**config.mk**
```make
export PLATFORM = sky130hd
export DESIGN_NAME = bin_to_bcd_4digits
export DESIGN_NICKNAME = d
export VERILOG_FILES = /design/src/rtl/bin_to_bcd_4digits_pkg.sv /design/src/rtl/bin_to_bcd_4digits_digit_adjust.sv /design/src/rtl/bin_to_bcd_4digits.sv
export SDC_FILE = /design/constraint.sdc
export NUM_CORES = 1
export LEC_CHECK = 0
export ABC_AREA = 1
export CAP_MARGIN = 20
export CELL_PAD_IN_SITES_DETAIL_PLACEMENT = 0
export CELL_PAD_IN_SITES_GLOBAL_PLACEMENT = 1
export CORE_MARGIN = 2
export CORE_UTILIZATION = 45
export CTS_BUF_LIST = sky130_fd_sc_hd__clkbuf_8
export DETAILED_ROUTE_END_ITERATION = 10
export PLACE_DENSITY = 0.84
export SYNTH_ARGS = -nofsm -noshare
export SYNTH_HDL_FRONTEND = slang
export SYNTH_HIERARCHICAL = 1
export SYNTH_SLANG_ARGS = --single-unit
```
**constraint.sdc**
```tcl
create_clock -name clock -period 4.3 [get_ports clock]
set_input_delay 1.29 -clock clock [delete_from_list [all_inputs] [get_ports clock]]
set_output_delay 1.29 -clock clock [all_outputs]
set_load 0.005 [all_outputs]
```
**src/rtl/bin_to_bcd_4digits_pkg.sv**
```systemverilog
// Shared sizing constants and FSM encoding for the 4-digit binary-to-BCD
// converter. Consumers of packed BCD values can reuse the same constants.
package bin_to_bcd_4digits_pkg;

  localparam int NUM_DIGITS   = 4;
  localparam int BIN_W        = 14;
  localparam int BCD_W        = 4 * NUM_DIGITS;
  localparam int WORK_W       = BCD_W + BIN_W;
  localparam int MAX_VALUE    = 9999;
  localparam int SHIFT_CYCLES = 14;
  localparam int CNT_W        = 4;

  localparam logic [BIN_W-1:0] MAX_BIN  = BIN_W'(MAX_VALUE);
  localparam logic [BCD_W-1:0] BCD_SAT  = 16'h9999;
  localparam logic [CNT_W-1:0] CNT_LAST = CNT_W'(SHIFT_CYCLES - 1);

  typedef enum logic [1:0] {
    ST_IDLE  = 2'd0,
    ST_SHIFT = 2'd1,
    ST_DONE  = 2'd2
  } state_t;

  // True when every nibble of a packed BCD word is a legal decimal digit.
  function automatic logic bcd_digits_valid(input logic [BCD_W-1:0] v);
    logic ok;
    ok = 1'b1;
    for (int i = 0; i < NUM_DIGITS; i++) begin
      if (v[4*i +: 4] > 4'd9) ok = 1'b0;
    end
    return ok;
  endfunction

endpackage

```
**src/rtl/bin_to_bcd_4digits_digit_adjust.sv**
```systemverilog
// Double-dabble digit correction: a working BCD digit of 5 or more gets 3
// added so that the following left shift carries correctly into the next
// decimal digit.
module bcd_digit_adjust (
  input  logic [3:0] digit_i,
  output logic [3:0] digit_o
);

  // Add 3 to digits >= 5, pass smaller digits through.
  always_comb begin
    digit_o = (digit_i >= 4'd5) ? (digit_i + 4'd3) : digit_i;
  end

endmodule

```
**src/rtl/bin_to_bcd_4digits.sv**
```systemverilog
// Sequential 14-bit binary to 4-digit packed BCD converter (double-dabble).
// One conversion takes 14 SHIFT cycles followed by a single DONE cycle.
// Operands above 9999 saturate to 9999 and raise overflow.
//
//   state    | meaning
//   ---------+------------------------------------------------------------
//   ST_IDLE  | waiting for start; bcd/overflow hold the last result
//   ST_SHIFT | one adjust-and-shift step per cycle, 14 in total; start ignored
//   ST_DONE  | result registered, done pulses; start here chains directly
module bin_to_bcd_4digits
  import bin_to_bcd_4digits_pkg::*;
(
  input  logic             clock,
  input  logic             reset,
  input  logic             start,
  input  logic [BIN_W-1:0] bin,
  output logic [BCD_W-1:0] bcd,
  output logic             busy,
  output logic             done,
  output logic             overflow
);

  state_t state_q, state_d;

  logic [CNT_W-1:0]  cnt_q, cnt_d;
  logic [WORK_W-1:0] work_q, work_d;
  // Sticky flag: captured operand was out of range, or a digit carried out
  // of the thousands position during shifting.
  logic              ovf_cap_q, ovf_cap_d;
  logic [BCD_W-1:0]  bcd_q, bcd_d;
  logic              ovf_q, ovf_d;
  logic              busy_q;
  logic              done_q;

  logic [BCD_W-1:0]  digits_adj;
  logic [WORK_W-1:0] work_shifted;
  logic              carry_out;
  logic [BCD_W-1:0]  final_digits;
  logic              final_sat;

  for (genvar g = 0; g < NUM_DIGITS; g++) begin : g_adj
    bcd_digit_adjust u_adj (
      .digit_i (work_q[BIN_W + 4*g +: 4]),
      .digit_o (digits_adj[4*g +: 4])
    );
  end

  // Adjusted digits above the untouched binary part, shifted left by one.
  // The bit falling off the top is kept as carry_out.
  assign {carry_out, work_shifted} = {digits_adj, work_q[BIN_W-1:0], 1'b0};

  assign final_digits = work_shifted[WORK_W-1:BIN_W];
  assign final_sat    = ovf_cap_q | carry_out | ~bcd_digits_valid(final_digits);

  // Next-state, working register and result logic.
  always_comb begin
    state_d   = state_q;
    cnt_d     = cnt_q;
    work_d    = work_q;
    ovf_cap_d = ovf_cap_q;
    bcd_d     = bcd_q;
    ovf_d     = ovf_q;

    unique case (state_q)
      ST_IDLE, ST_DONE: begin
        if (start) begin
          state_d   = ST_SHIFT;
          cnt_d     = '0;
          work_d    = {{BCD_W{1'b0}}, bin};
          ovf_cap_d = (bin > MAX_BIN);
        end else begin
          state_d   = ST_IDLE;
        end
      end

      ST_SHIFT: begin
        work_d    = work_shifted;
        ovf_cap_d = ovf_cap_q | carry_out;
        if (cnt_q == CNT_LAST) begin
          state_d = ST_DONE;
          cnt_d   = '0;
          bcd_d   = final_sat ? BCD_SAT : final_digits;
          ovf_d   = final_sat;
        end else begin
          cnt_d   = cnt_q + 1'b1;
        end
      end

      default: begin
        state_d = ST_IDLE;
        cnt_d   = '0;
      end
    endcase
  end

  // State, datapath and registered outputs; reset wins over everything.
  always_ff @(posedge clock) begin
    if (reset) begin
      state_q   <= ST_IDLE;
      cnt_q     <= '0;
      work_q    <= '0;
      ovf_cap_q <= 1'b0;
      bcd_q     <= '0;
      ovf_q     <= 1'b0;
      busy_q    <= 1'b0;
      done_q    <= 1'b0;
    end else begin
      state_q   <= state_d;
      cnt_q     <= cnt_d;
      work_q    <= work_d;
      ovf_cap_q <= ovf_cap_d;
      bcd_q     <= bcd_d;
      ovf_q     <= ovf_d;
      busy_q    <= (state_d == ST_SHIFT);
      done_q    <= (state_d == ST_DONE);
    end
  end

  assign bcd      = bcd_q;
  assign busy     = busy_q;
  assign done     = done_q;
  assign overflow = ovf_q;

endmodule
```
==> flow_summary.yaml <==
floorplan:
  die-height_um: 82.6
  rows: 28
  ios: 36
  core_region_area_um2: 5960
  start_util_pct: 46.6
  die_area_um2: 6810
  chipWidth_um: 82.6
place:
  hpwl_mm: 4.20
  io_buffers: 35
  placed_cell_area_um2: 3160
  place.gp.congestion: 0.807
  dpl.cell_count: 464
  pre_cts_ws_ns: 1.57
hold_path:
  hp-class: "reg2reg"
routing:
  drt-wirelength-per-cell_um: 12.6
  wl_met1_mm: 2.96
  totalWireLength_mm: 5.95
  wl_met2_mm: 2.78
  met3_length_um: 135
  vias_per_cell: 5.15
  antenna_left: 0
  drtIter0Drc: 131
  topRoutingLayerUsed: "met4"
  vias: 2429
  drc: 0
  first_pass_iters: 8
layout:
  mostFrequentLayoutCells: "74 x nand2_1, 56 x dfxtp_1, 44 x a21oi_1"
  drive_gt1_share_pct: 11.6
  diodes: 0
  area_growth_pct: 17.5
  utilization_pct: 54.8
  fin_area_um2: 3260
  post_layout_nonfiller_instances: 472
  regArea_um2: 1120
  nets: 423
  multi_input_area_um2: 1460
  fillers: 604
  final_common_cell: "nand2_1"
logic_synthesis:
  synth_top_area_share_pct: 40.4
  synth_area_leader_cell: "dfxtp_1"
  yosysUniqueCellTypes: 31
  synth_fp_nets: 393
  synthCells: 366
  ys_top_cells_by_area: "dfxtp_1 40%, nand2_1 10%, a21oi_1 7.9%, nor2_1 4.9%, ha_1 4.5%"
  syn_area_um2: 2780
  synth.avg_cell_area_um2: 7.59
  synth_warnings: 6
  synth-seq-area-share_pct: 40.4
  ys_ff_latch: 56
clocking:
  cts_sinks: 56
  htreeDepth: 2
  cts.path.max_buffers: 2
  clock_latency_ns: 0.32
  holdBufCountCts: 0
  post-cts-setup-buffers: 0
  path_clk_slew_ns: 0.10
  cts_resized: 0
  cts_root_buf: "clkbuf_8"
  cts_tree: "yes"
  cts_buffers: 5
sta:
  finalCritPeriodShare_pct: 57.5
  hold_viol: 0
  setup_viol: 0
  fmax_mhz: 404
  tightest_slew_ns: 0.492
  maxSlewViolCount: 0
  fin_crit_ns: 2.47
  max_slew_margin_pct: 67.2
  timing.hold.ws_ns: 0.467
  fin_tns_setup_ns: 0
  rsz0062_at_grt: "no"
  fin_ws_ns: 1.83
  fin_worst_skew_ns: 0.0131
critical_path:
  cp.buffers_inverters: 1
  crit_chain: "clkdlybuf4s50_1"
  cp.required_ns: 3.01
  criticalPathCategory: "reg2out"
  crit_fanout: 2
  arrival_ns: 1.18
  worst_setup_path_end_kind: "primary output"
  max_stage_delay_ns: 0.51
  slowest_stage: "clkdlybuf4s50_1"
  path_delay_family: "buffers and inverters"
  crit_path_start_kind: "register"
grt:
  grt_pass1_vias: 2271
  antenna_found_initial: 0
  grt_usage_pct: 19.5
  grt_pass1_wl_mm: 10.3
  overflow: 0
  grt_max_degree: 34
status:
  status: "completed"
power:
  p_total_mw: 0.982
  p_per_area_nw_per_um2: 301
  ir_drop_mv: 0.162
  leakagePower_nw: 1.24
run:
  max_cap_viol_count: 0
-- cell usage after synthesis --
library cell / instances
a211oi_1: 1
a21oi_1: 44
a21oi_2: 4
a31oi_1: 1
buf_2: 4
buf_4: 5
clkbuf_1: 4
dfxtp_1: 56
ha_1: 10
inv_1: 25
inv_2: 7
inv_4: 1
nand2_1: 74
nand2_2: 6
nand2_4: 3
nand3_1: 16
nor2_1: 36
nor2_4: 9
nor2_8: 3
o2111a_1: 1
o21a_1: 1
o21ai_0: 25
o21ai_1: 9
o21ai_2: 4
o21bai_1: 1
o22ai_1: 11
or2_0: 1
or2_1: 1
or2_2: 1
xnor2_1: 1
xor2_1: 1
-- path summary, 6_finish.rpt --
kind | slack, ns | startpoint | depth (start not counted) | to
min reg2reg | 0.47 | bcd[1] | 2 | bcd[1]
max | 1.83 | bcd[15] | 1 | bcd[15]
min | 0.47 | bcd[1] | 2 | bcd[1]
max reg2reg | 2.17 | work_q[26] | 12 | bcd[8]
-- state kept, by name, summed over array words and instances, names as in the netlist --
signal     count
overflow       1
done           1
work_q        30
cnt_q          4
state_q        2
bcd           16
busy           1
ovf_cap_q      1
-- kinds of logic (layout without fill, tap and decap cells) --
| logic type | Yosys count | in the layout | share of synthesized area [%] |
|---|---|---|---|
| AO/OA/AOI/OAI | 102 | 102 | 20.5 |
| XOR/XNOR | 2 | 2 | 0.631 |
| adder cells (fa/ha/maj) | 10 | 10 | 4.51 |
| buffers and inverters | 46 | 77 | 7.17 |
| flip-flops | 56 | 56 | 40.4 |
| AND/OR/NAND/NOR | 150 | 150 | 26.8 |
-- power breakdown --
part,internal (mW),switching [mW]
Clock,0.171,0.170
Combinational,0.0377,0.0572
Sequential,0.536,0.00964
-- metal layers --
metal / GRT usage [%] / vias up
met5: 0 / -
met4: 6.23 / 0
met3: 3.59 / 5
met2: 31.8 / 25
met1: 26.0 / 1131
li1: - / 1268
-- cell type report --
type / count / area share, %
multi-input cells: 264 / 44.6
flip-flops and latches: 56 / 34.4
repair buffers: 36 / 11.0
inverters: 33 / 3.87
well taps: 75 / 2.88
clock buffers: 5 / 2.11
clock inverters: 3 / 1.19
No activity file was read; power rests on OpenSTA's default activity.
